[config.mk]
export PLATFORM = sky130hd
export DESIGN_NAME = oled_i2c_sequencer
export DESIGN_NICKNAME = d
export VERILOG_FILES = /design/src/rtl/oled_pkg.sv /design/src/rtl/oled_cmd_rom.sv /design/src/rtl/oled_i2c_sequencer.sv
export SDC_FILE = /design/constraint.sdc
export NUM_CORES = 1
export LEC_CHECK = 0
export ABC_AREA = 1
export BUFFER_PORTS_ARGS = -buffer_cell sky130_fd_sc_hd__buf_2
export CAP_MARGIN = 20
export CORE_ASPECT_RATIO = 0.75
export CORE_UTILIZATION = 64
export CTS_BUF_LIST = sky130_fd_sc_hd__clkbuf_4 sky130_fd_sc_hd__clkbuf_8
export CTS_CLUSTER_DIAMETER = 50
export CTS_CLUSTER_SIZE = 30
export DETAILED_ROUTE_END_ITERATION = 8
export PLACE_DENSITY = 0.86
export SLEW_MARGIN = 20
export SYNTH_ARGS = -nofsm -noshare
export SYNTH_HDL_FRONTEND = slang
export SYNTH_HIERARCHICAL = 1
export SYNTH_SLANG_ARGS = --single-unit
[constraint.sdc]
create_clock -name clk -period 2.6 [get_ports clk]
set_input_delay 0.13 -clock clk [delete_from_list [all_inputs] [get_ports clk]]
set_output_delay 0.13 -clock clk [all_outputs]
set_load 0.01 [all_outputs]
[src/rtl/oled_pkg.sv]
// Shared state encoding and SSD1306 command bytes for the OLED init sequencer.
package oled_pkg;

    typedef enum logic [2:0] {
        S_PWR,
        S_ISSUE,
        S_GAP,
        S_WAIT,
        S_READY
    } state_t;

    localparam logic [7:0] CMD_DISP_OFF    = 8'hAE;
    localparam logic [7:0] CMD_DISP_ON     = 8'hAF;
    localparam logic [7:0] CMD_CHARGE_PUMP = 8'h8D;
    localparam logic [7:0] CMD_ADDR_MODE   = 8'h20;
    localparam logic [7:0] CMD_NOP         = 8'hE3;

endpackage

[src/rtl/oled_cmd_rom.sv]
// SSD1306 power-on command table; the last used entry always turns the panel on.
module oled_cmd_rom
    import oled_pkg::*;
#(
    parameter int unsigned NCMD = 26
) (
    input  logic [7:0] idx_i,
    output logic [7:0] byte_o
);

    localparam logic [7:0] LAST = (NCMD > 0) ? 8'(NCMD - 1) : 8'd0;

    always_comb begin
        byte_o = CMD_NOP;
        case (idx_i)
            8'd0:  byte_o = CMD_DISP_OFF;
            8'd1:  byte_o = 8'hD5;
            8'd2:  byte_o = 8'h80;
            8'd3:  byte_o = 8'hA8;
            8'd4:  byte_o = 8'h3F;
            8'd5:  byte_o = 8'hD3;
            8'd6:  byte_o = 8'h00;
            8'd7:  byte_o = 8'h40;
            8'd8:  byte_o = CMD_CHARGE_PUMP;
            8'd9:  byte_o = 8'h14;
            8'd10: byte_o = CMD_ADDR_MODE;
            8'd11: byte_o = 8'h00;
            8'd12: byte_o = 8'hA1;
            8'd13: byte_o = 8'hC8;
            8'd14: byte_o = 8'hDA;
            8'd15: byte_o = 8'h12;
            8'd16: byte_o = 8'h81;
            8'd17: byte_o = 8'hCF;
            8'd18: byte_o = 8'hD9;
            8'd19: byte_o = 8'hF1;
            8'd20: byte_o = 8'hDB;
            8'd21: byte_o = 8'h40;
            8'd22: byte_o = 8'hA4;
            8'd23: byte_o = 8'hA6;
            8'd24: byte_o = 8'h2E;
            default: byte_o = CMD_NOP;
        endcase
        if (NCMD > 0 && idx_i == LAST) begin
            byte_o = CMD_DISP_ON;
        end
    end

endmodule

[src/rtl/oled_i2c_sequencer.sv]
// Waits for panel power-up, streams the init table to the i2c_master,
// then forwards single host bytes one transfer at a time.
module oled_i2c_sequencer
    import oled_pkg::*;
#(
    parameter int unsigned PWR_DELAY = 12_000_000,
    parameter int unsigned GAP       = 10,
    parameter int unsigned NCMD      = 26
) (
    input  logic       clk,
    input  logic       rst,
    output logic       i2c_start,
    output logic       i2c_dcn,
    output logic [7:0] i2c_data,
    input  logic       i2c_busy,
    input  logic       user_req,
    input  logic       user_dcn,
    input  logic [7:0] user_data,
    output logic       user_ack,
    output logic       init_done,
    output logic       seq_busy
);

    localparam logic [31:0] PWR_LOAD = 32'(PWR_DELAY);
    localparam logic [15:0] GAP_LOAD = 16'(GAP);
    localparam logic [7:0]  LAST     = (NCMD > 0) ? 8'(NCMD - 1) : 8'd0;

    state_t      state_q = S_PWR;
    logic [31:0] pwr_q   = PWR_LOAD;
    logic [15:0] gap_q   = '0;
    logic [7:0]  idx_q   = '0;
    logic        user_q  = 1'b0;
    logic        start_q = 1'b0;
    logic        dcn_q   = 1'b0;
    logic [7:0]  data_q  = '0;
    logic        ack_q   = 1'b0;
    logic        done_q  = 1'b0;
    logic        busy_q  = 1'b1;

    logic [7:0]  idx_d;
    logic [7:0]  rom_byte;

    // ROM looks ahead so the byte is registered together with the start pulse
    assign idx_d = (state_q == S_WAIT) ? idx_q + 8'd1 : idx_q;

    oled_cmd_rom #(.NCMD(NCMD)) u_rom (
        .idx_i (idx_d),
        .byte_o(rom_byte)
    );

    always_ff @(posedge clk) begin
        if (rst) begin
            state_q <= S_PWR;
            pwr_q   <= PWR_LOAD;
            gap_q   <= '0;
            idx_q   <= '0;
            user_q  <= 1'b0;
            start_q <= 1'b0;
            dcn_q   <= 1'b0;
            data_q  <= '0;
            ack_q   <= 1'b0;
            done_q  <= 1'b0;
            busy_q  <= 1'b1;
        end else begin
            start_q <= 1'b0;
            ack_q   <= 1'b0;
            case (state_q)
                S_PWR: begin
                    if (pwr_q != '0) begin
                        pwr_q <= pwr_q - 32'd1;
                    end else if (NCMD == 0) begin
                        done_q  <= 1'b1;
                        busy_q  <= 1'b0;
                        state_q <= S_READY;
                    end else begin
                        idx_q   <= '0;
                        user_q  <= 1'b0;
                        start_q <= 1'b1;
                        dcn_q   <= 1'b0;
                        data_q  <= rom_byte;
                        state_q <= S_ISSUE;
                    end
                end
                S_ISSUE: begin
                    gap_q   <= GAP_LOAD;
                    state_q <= S_GAP;
                end
                S_GAP: begin
                    if (gap_q <= 16'd1) begin
                        gap_q   <= '0;
                        state_q <= S_WAIT;
                    end else begin
                        gap_q <= gap_q - 16'd1;
                    end
                end
                S_WAIT: begin
                    if (!i2c_busy) begin
                        if (user_q) begin
                            user_q  <= 1'b0;
                            busy_q  <= 1'b0;
                            state_q <= S_READY;
                        end else if (idx_q < LAST) begin
                            idx_q   <= idx_d;
                            start_q <= 1'b1;
                            dcn_q   <= 1'b0;
                            data_q  <= rom_byte;
                            state_q <= S_ISSUE;
                        end else begin
                            done_q  <= 1'b1;
                            busy_q  <= 1'b0;
                            state_q <= S_READY;
                        end
                    end
                end
                S_READY: begin
                    if (user_req) begin
                        data_q  <= user_data;
                        dcn_q   <= user_dcn;
                        start_q <= 1'b1;
                        ack_q   <= 1'b1;
                        user_q  <= 1'b1;
                        gap_q   <= GAP_LOAD;
                        busy_q  <= 1'b1;
                        state_q <= S_GAP;
                    end
                end
                default: state_q <= S_PWR;
            endcase
        end
    end

    assign i2c_start = start_q;
    assign i2c_dcn   = dcn_q;
    assign i2c_data  = data_q;
    assign user_ack  = ack_q;
    assign init_done = done_q;
    assign seq_busy  = busy_q;

endmodule

==> impl_metrics.json, run 1 <==
{
  "numCtsBuffers": 9,
  "start_util_pct": 66.2,
  "leakagePower_nw": 2.36,
  "placedCellCount": 869,
  "synth_area_leader_cell": "dfxtp_1",
  "seq_area_frac_synth_pct": 30.0,
  "die_h_um": 77.6,
  "drtIter0Drc": 274,
  "die-area_um2": 7980,
  "crit_type": "reg2reg",
  "routed_wl_um": 11600,
  "drc": 0,
  "rr_worst_depth": 15,
  "synth_common_cells": "nand2_1 (194), nor2_1 (129), inv_1 (83), dfxtp_1 (73)",
  "final_cell_count_no_fill": 885,
  "grt_max_degree": 43,
  "yosys.area.top_type_share_pct": 30.0,
  "fin_crit_sh_pct": 91.5,
  "holdCritPathClass": "in2reg",
  "core_um2": 7360,
  "synthArstFlopShare_pct": 0,
  "synthCells": 756,
  "fin_tns_setup_ps": 0,
  "worst_pin_slew_ps": 806,
  "dpl.hpwl_um": 8620,
  "fillCellCount": 653,
  "utilization_pct": 70.9,
  "multi_input_area_um2": 2930,
  "firstDrtPassIters": 5,
  "worstPathRequired_ps": 2890,
  "yosysWarnings": 6,
  "ant_nets": 0,
  "ys_types": 42,
  "finalSetupViolCount": 0,
  "final_hold_viol_count": 0,
  "numClockSinks": 73,
  "rows": 27,
  "nets": 805,
  "power.total_mw": 5.16,
  "grt_pass1_wl_um": 19600,
  "grt_pass1_vias": 4545,
  "crit_path_start_kind": "flop",
  "critPathMaxFanout": 9,
  "avgRoutedWirePerCell_um": 13.1,
  "whs_path_depth": 5,
  "synth_area_leaders": "dfxtp_1 (30%), nand2_1 (15%), nor2_1 (9.9%)",
  "powerDensity_nw_per_um2": 988,
  "synth_area_um2": 4880,
  "ir_drop_mv": 0.728,
  "crit_path_end_kind": "flop",
  "fin_area_um2": 5220,
  "maxCapViolations": 0,
  "cts_tree": "yes",
  "seq_area_um2": 1460,
  "clk_pin_slew_ps": 80,
  "fmax_mhz": 421,
  "ios": 26,
  "n_antenna_cell": 0,
  "viasPerCell": 5.47,
  "grt-ovfl-total": 0,
  "cts_root_buf": "clkbuf_8",
  "gp_congestion": 1.00,
  "post-route-min-period_ps": 2380,
  "arrival_ps": 2670,
  "synthToLayoutAreaGrowth_pct": 7.03,
  "io_buffers": 25,
  "syn_avg_cell_area_um2": 6.45,
  "clockBufferDepth": 2,
  "fin_skew_ps": 14.7,
  "maxSlewViolCount": 0,
  "antenna_found_initial": 0,
  "rsz0062_at_grt": "false",
  "drive_gt1_share_pct": 14.4,
  "post_cts_hold_buffer_count": 0,
  "synth_nets": 782,
  "rrSetupSlack_ps": 220,
  "status": "finished, final reports clean",
  "worst_skew_pair.late_latency_ps": 350,
  "synth_edf_count": 0,
  "dr_total_vias": 4842,
  "htree_levels": 3,
  "relSlewSlack_pct": 46.1,
  "ys.flop_type": "dfxtp_1",
  "postCtsSetupBuffers": 0,
  "place_area_um2": 5040,
  "yosys_register_bits": 73,
  "grt_use_total_pct": 30.7,
  "die_x_um": 103,
  "synth.most_common_cell": "nand2_1"
}
-- power by group --
part | leakage (nW) | switching [mW] | internal [mW]
registers | 0.594 | 0.236 | 1.38
logic | 1.69 | 1.82 | 0.908
clock network | 0.0819 | 0.457 | 0.358
total | 2.36 | 2.51 | 2.65
-- cells in the final DEF (no fill, tap or decap), drive strengths merged --
master and instances:
o21ai 45, a31oi 2, clkinvlp 3, nor3b 2, o211ai 8, nand3 39
or2 1, ha 13, inv 89, xnor2 6, nor2 146, a21oi 39
clkbuf 10, o31ai 1, a21boi 1, dfxtp 73, nor3 12, nand4 12
buf 33, o21bai 3, a22oi 1, o21a 1, nand2 217, xor2 17
a31o 1, a211oi 2, nand3b 4, clkinv 3
-- repair_timing --
action / in CTS / in global routing
setup endpoints to repair: 0 / 3
hold endpoints to repair: 0 / 0
resized for setup: 0 / 1
-- cells by family (layout without fill, tap and decap cells) --
| family | Yosys count | count (layout) | synth area share, % |
|---|---|---|---|
| compound gates | 104 | 104 | 12.9 |
| xor+xnor | 23 | 23 | 4.13 |
| simple gates | 433 | 433 | 39.7 |
| flops | 73 | 73 | 30.0 |
| fa+ha+maj | 13 | 13 | 3.33 |
| buf+inv | 110 | 138 | 10.0 |
-- area by class of cell --
class | instances | share of cell area [%]
tap | 101 | 2.42
inverter | 89 | 6.49
clock inverter | 6 | 0.863
timing repair buffer | 33 | 3.55
sequential | 73 | 28.0
multi-input combinational | 573 | 56.2
clock buffer | 10 | 2.52
-- final timing paths --
check                          start                       end
max          state_q[0]$_SDFFE_PP0P_  i2c_data[6]$_SDFFE_PP0P_
min reg2reg    pwr_q[0]$_SDFFE_PP0P_     pwr_q[0]$_SDFFE_PP0P_
max reg2reg  state_q[0]$_SDFFE_PP0P_  i2c_data[6]$_SDFFE_PP0P_
min                     user_data[1]  i2c_data[1]$_SDFFE_PP0P_
-- through the flow --
| stage | worst slack (ps) | hold slack (ps) |
|---|---|---|
| final | 222 | 93.7 |
| after floorplan | 350 | 208 |
| after detailed placement | 257 | 440 |
| after CTS | 207 | 62.1 |
| after global routing | 30.2 | 99.3 |
| after global placement | 306 | 396 |
-- flip-flops by register name, indices dropped and copies added, names as in the netlist --
signal / count
gap_q: 16
i2c_data: 8
i2c_dcn: 1
i2c_start: 1
idx_q: 8
init_done: 1
pwr_q: 32
seq_busy: 1
state_q: 3
user_ack: 1
user_q: 1
-- worst max-delay path, cell delays in order (launching register included) --
cell and delay, ps:
dfxtp_1 400, nand2_1 110, nor2_4 160, buf_4 190, nand3_1 130, nor3_1 210, xor2_1 200, inv_1 50
nand2_1 170, inv_1 110, nand2_1 110, a21boi_1 200, nand2_1 70, nand2_1 80, nor2_1 40, nor2_1 90
-- layer usage --
layer  share of wire [%]  track usage [%]  vias to the layer above
met1                  44             37.3                     2238
met2                  49             53.2                      145
li1                    -                -                     2435
met4                 2.0             9.58                        0
met3                 5.1             7.21                       24
met5                   0                0                        -
(Power assumes the default switching activity.)
==> run 2: changes to the inputs <==
ABC_AREA = unset   (was 1)
CORE_UTILIZATION = 63   (was 64)
PLACE_DENSITY = 0.85   (was 0.86)
==> run 2 against run 1 <==
Utilization increased by 2.5 points. Routed wire length down 11%. Final cell count down 28%. Fmax down 5.6%. Worst hold slack improved by 31 ps. Sequential share of layout area rose by 1.3 points. Combinational power fell by 60%. Global-route usage down 2.3 points.
==> impl_metrics.json, run 2 <==
{
  "grt_pass1_wl_um": 16800,
  "layout_common_cells": "dfxtp_1 (73), nor2_1 (49), a21oi_1 (26)",
  "drive_gt1_share_pct": 20.4,
  "crit_path_start_kind": "flop",
  "finalSetupViolCount": 0,
  "yosysWarnings": 6,
  "fmax_mhz": 397,
  "synth_top_family_by_area": "simple AND/OR/NAND/NOR gates",
  "crit_type": "reg2reg",
  "synthToLayoutAreaGrowth_pct": 12.5,
  "dr_total_vias": 4013,
  "fin_crit_sh_pct": 96.9,
  "grt_use_total_pct": 28.4,
  "synthCells": 514,
  "cts_root_buf": "clkbuf_8",
  "drc": 0,
  "viasPerCell": 6.29,
  "power.total_mw": 3.34,
  "grt-ovfl-total": 0,
  "status": "finished, final reports clean",
  "nets": 575,
  "grt_pass1_vias": 3558,
  "io_buffers": 25,
  "synth-simple-area-share_pct": 30.5,
  "seq_area_frac_synth_pct": 33.0,
  "ant_nets": 0,
  "die-area_um2": 7380,
  "yosys_register_bits": 73,
  "fin_tns_setup_ps": 0,
  "synth_xor_area_share_pct": 4.15,
  "avgRoutedWirePerCell_um": 16.1,
  "arrival_ps": 2790,
  "ios": 26,
  "dpl.hpwl_um": 7350,
  "fin_skew_ps": 7.77,
  "worst_pin_slew_ps": 766,
  "ys.flop_type": "dfxtp_1",
  "routed_wl_um": 10200,
  "ir_drop_mv": 0.350,
  "crit_path_end_kind": "flop",
  "gp_congestion": 0.907,
  "synth_common_cells": "dfxtp_1 (73), nor2_1 (50), a21oi_1 (26), nand2_1 (24), nand3_1 (23)",
  "clockBufferDepth": 2,
  "synth_area_leaders": "dfxtp_1 (33%), nor2_1 (4.2%), ha_1 (3.7%)",
  "synthArstFlopShare_pct": 0,
  "maxSlewViolCount": 0,
  "antenna_found_initial": 0,
  "firstDrtPassIters": 5,
  "numClockSinks": 73,
  "drtIter0Drc": 253,
  "die_h_um": 74.7,
  "worstPathRequired_ps": 2870,
  "clk_pin_slew_ps": 70,
  "final_hold_viol_count": 0,
  "top_regs": "pwr_q (32), gap_q (16)",
  "critPathMaxFanout": 7,
  "syn_avg_cell_area_um2": 8.63,
  "synthMuxAreaShare_pct": 5.81,
  "post_cts_hold_buffer_count": 0,
  "n_antenna_cell": 0,
  "post-route-min-period_ps": 2520,
  "htree_levels": 3,
  "core_um2": 6800,
  "synth_area_leader_cell": "dfxtp_1",
  "start_util_pct": 65.2,
  "holdWs_ps": 125,
  "maxCapViolations": 0,
  "relSlewSlack_pct": 48.9,
  "numCtsBuffers": 9,
  "largest-register": "pwr_q",
  "largest_reg_flops": 32,
  "worst_skew_pair.late_latency_ps": 350,
  "cts_tree": "yes",
  "ys_types": 81,
  "die_x_um": 98.9,
  "synth_edf_count": 0,
  "synth_area_um2": 4430,
  "final_common_cell": "dfxtp_1",
  "synth_compound_gate_area_share_pct": 18.2,
  "rows": 26,
  "powerDensity_nw_per_um2": 670,
  "holdCritPathClass": "in2reg",
  "yosys.area.top_type_share_pct": 33.0,
  "synth-adder-area-share_pct": 3.67,
  "synth_nets": 540,
  "grt_max_degree": 27,
  "leakagePower_nw": 1.96,
  "synth.most_common_cell": "dfxtp_1"
}
## run 2: cell count changes after synthesis, sizes merged, moves of 11 or more
| cell | delta |
|---|---|
| inv | -73 |
| or3 | +14 |
| nor2 | -96 |
| nand3 | -15 |
| a21oi | -13 |
| nand2 | -193 |
| mux2 | +11 |
| nor3 | +11 |
| mux2i | +13 |
| nor4 | +13 |
| nor2b | +16 |
| or4 | +16 |
| o21ai | -28 |
## run 2: logic make-up after synthesis
group / after synthesis
multiplexers: 24
buffers and inverters: 44
flip-flops: 73
AO/OA/AOI/OAI: 112
XOR/XNOR: 21
AND/OR/NAND/NOR: 227
adder cells (fa/ha/maj): 13
## run 2: worst max-delay path: stages (launching register included)
cell      delay (ps)
dfxtp_1          310
nand3b_1         190
inv_2            160
ha_1             260
inv_2             90
inv_1             90
ha_4             270
and2b_2          190
o31a_1           270
o21ai_1          210
mux2i_1          140
a211oi_2         240
## run 2: where the power goes
group          internal (mW)  switching (mW)  total [mW]
logic                  0.467           0.632        1.10
registers               1.26           0.164        1.42
clock network          0.394           0.425       0.819
total                   2.12            1.22        3.34
## run 2: path summary, 6_finish.rpt
path                                start                       end  slack, ps  cells after the start
setup / recovery  state_q[2]$_SDFFE_PP0P_  i2c_data[5]$_SDFFE_PP0P_         80                     11
hold / removal                   i2c_busy   state_q[0]$_SDFFE_PP0P_        120                      3
setup reg to reg  state_q[2]$_SDFFE_PP0P_  i2c_data[5]$_SDFFE_PP0P_         80                     11
hold reg to reg     pwr_q[7]$_SDFFE_PP0P_     pwr_q[7]$_SDFFE_PP0P_        490                      2
## run 2: cell type report
cell class	count	area, µm²
fillers	509	1810
multi-input cells	397	2810
clock inverters	4	28.8
flip-flops and latches	73	1460
well taps	84	105
repair buffers	52	365
inverters	16	60.1
clock buffers	12	153
## run 2: metal layers
| metal | global-route usage [%] | routed length (µm) |
|---|---|---|
| met1 | 39.7 | 4920 |
| met2 | 44.4 | 4780 |
| met3 | 6.04 | 429 |
| met4 | 8.96 | 115 |
| met5 | 0 | 0 |
## run 2: per-stage QoR
step | utilization, % | std cells | setup slack, ps | cell area (µm²)
4_1_cts | 72.5 | 635 | 35.9 | 4930
3_5_place_dp | 69.8 | 619 | 62.8 | 4750
3_3_place_gp | 69.8 | 619 | 184 | 4750
6_report | 73.4 | 638 | 80.6 | 4990
5_1_grt | 73.4 | 638 | -34.4 | 4990
2_1_floorplan | - | 514 | 27.5 | 4460
## run 2: timing repair
action	CTS	global route
gates resized for setup	0	7
setup endpoints to repair	0	5
setup buffers	0	3
==> run 3: changes to the inputs <==
CORE_UTILIZATION = 57   (was 63)
PLACE_DENSITY = 0.81   (was 0.85)
clock period = 2.2 ns   (was 2.6 ns; I/O delays follow)
==> run 3 against run 2 <==
The run now ends with negative setup slack left. Fmax up 0.90%. Via count up 19%. Sequential share of layout area down 4.9 points. Non-clock buffer count up 72. Combinational power up 63%. Global-route usage up 2.0 points. Critical path depth up 2. Clock power up 62%. Register-to-register slack worse by 380 ps. Clock-buffer cell count down 3.
==> impl_metrics.json, run 3 (same netlist as run 2, synthesis figures left out) <==
{
  "relSlewSlack_pct": 64.9,
  "rrSetupSlack_ps": -300,
  "crit_path_start_kind": "flop",
  "avgRoutedWirePerCell_um": 19.9,
  "fin_area_um2": 6050,
  "cts_root_buf": "clkbuf_8",
  "rsz0062_at_grt": "true",
  "antenna_found_initial": 0,
  "leakagePower_nw": 2.45,
  "htree_levels": 3,
  "viasPerCell": 6.56,
  "critPathMaxFanout": 7,
  "fmax_mhz": 401,
  "die_x_um": 104,
  "dpl.hpwl_um": 8130,
  "io_buffers": 25,
  "post_cts_hold_buffer_count": 0,
  "dr_total_vias": 4766,
  "worst_skew_pair.late_latency_ps": 360,
  "drtIter0Drc": 463,
  "grt_pass1_vias": 4231,
  "nets": 647,
  "top_regs": "pwr_q (32), gap_q (16)",
  "rr_worst_depth": 13,
  "crit_type": "reg2reg",
  "crit_path_end_kind": "flop",
  "clk_pin_slew_ps": 80,
  "ant_nets": 0,
  "crit_start": "state_q[2]$_SDFFE_PP0P_",
  "start_util_pct": 59.7,
  "maxCapViolations": 0,
  "numCtsBuffers": 9,
  "finalSetupViolCount": 33,
  "fin_skew_ps": 12.5,
  "core_um2": 7430,
  "grt_use_total_pct": 30.3,
  "arrival_ps": 2720,
  "fin_crit_sh_pct": 113,
  "post-route-min-period_ps": 2500,
  "maxSlewViolCount": 0,
  "rows": 27,
  "status": "finished with violations",
  "violations": "negative setup slack",
  "numClockSinks": 73,
  "powerDensity_nw_per_um2": 790,
  "largest-register": "pwr_q",
  "cts_tree": "yes",
  "r2r_start": "state_q[2]$_SDFFE_PP0P_",
  "fin_tns_setup_ps": -3020,
  "die-area_um2": 8140,
  "drive_gt1_share_pct": 38.0,
  "gp_congestion": 0.928,
  "grt_pass1_wl_um": 19800,
  "layout_setup_ws_ps": -297,
  "layout_common_cells": "buf_4 (85), dfxtp_1 (64), nor2_1 (48)",
  "die_h_um": 78.4,
  "ir_drop_mv": 0.730,
  "worst_pin_slew_ps": 522,
  "holdCritPathClass": "in2reg",
  "drc": 0,
  "firstDrtPassIters": 6,
  "rr_endpoint": "i2c_data[1]$_SDFFE_PP0P_",
  "fillCellCount": 429,
  "utilization_pct": 81.3,
  "worstPathRequired_ps": 2420,
  "grt_max_degree": 37,
  "grt-ovfl-total": 0,
  "final_common_cell": "buf_4",
  "crit_path_end": "i2c_data[1]$_SDFFE_PP0P_",
  "ios": 26,
  "clockBufferDepth": 2,
  "final_hold_viol_count": 0,
  "routed_wl_um": 14500,
  "dp_slack_ps": -120,
  "place_area_um2": 5200,
  "n_antenna_cell": 0,
  "holdWs_ps": 49.9,
  "synthToLayoutAreaGrowth_pct": 36.3,
  "largest_reg_flops": 32
}
run 3: cell types whose count changed in the layout (fill, tap and decap cells not counted), sizes merged:
cell      delta
clkbuf       -1
buf         +70
bufinv       +3
clkinvlp     -1
inv          +1
run 3: per-layer routing:
| metal | share of wire [%] | vias to the layer above | global-route usage [%] |
|---|---|---|---|
| met5 | 0 | - | 0 |
| met4 | 3.9 | 0 | 10.3 |
| met3 | 6.9 | 64 | 7.56 |
| met2 | 49 | 246 | 51.9 |
| met1 | 40 | 2318 | 37.4 |
| li1 | - | 2138 | - |
run 3: worst max-delay path, cell delays in order, from the launching register on:
cell and delay (ps):
dfxtp_2 330, nand3b_1 230, inv_4 170, nand2_2 90, buf_6 140, xnor2_4 190, buf_6 140, buf_4 110
buf_4 120, nand2_1 50, a211oi_1 310, o21bai_1 130, mux2i_1 230, a211oi_1 130
run 3: worst min path at each step:
stage	slack [ps]	to	depth (start not counted)	startpoint
after floorplan	250	state_q[0]$_SDFFE_PP0P_	2	i2c_busy
after CTS	40	i2c_dcn$_SDFFE_PP0P_	3	user_dcn
after detailed placement	430	i2c_dcn$_SDFFE_PP0P_	3	user_dcn
final	50	i2c_dcn$_SDFFE_PP0P_	3	user_dcn
after global routing	30	i2c_dcn$_SDFFE_PP0P_	3	user_dcn
after global placement	400	i2c_dcn$_SDFFE_PP0P_	3	user_dcn
run 3: cell type report:
| class | count | area [µm²] | share of cell area, % |
|---|---|---|---|
| flip-flops and latches | 73 | 1480 | 24.4 |
| well taps | 101 | 126 | 2.09 |
| multi-input cells | 397 | 3140 | 51.9 |
| repair buffers | 124 | 981 | 16.2 |
| clock buffers | 9 | 124 | 2.05 |
| inverters | 16 | 72.6 | 1.20 |
| clock inverters | 7 | 126 | 2.09 |
run 3: stage by stage:
stage,power [mW],cells
after detailed placement,3.17,681
final,4.78,727
after global placement,3.12,681
after global routing,5.00,727
after CTS,4.52,705
after floorplan,2.66,514
run 3: power by group:
group,switching (mW),leakage [nW],internal [mW],total (mW)
Sequential,0.170,0.595,1.49,1.66
Clock,0.562,0.122,0.767,1.33
Combinational,0.961,1.73,0.826,1.79
run 3: what timing repair did:
item                                    CTS  global route
pin swaps                                 6            24
gates cloned                              1             2
endpoints found under the setup margin   12            40
buffers inserted                          7            20
gates resized for setup                  13            56
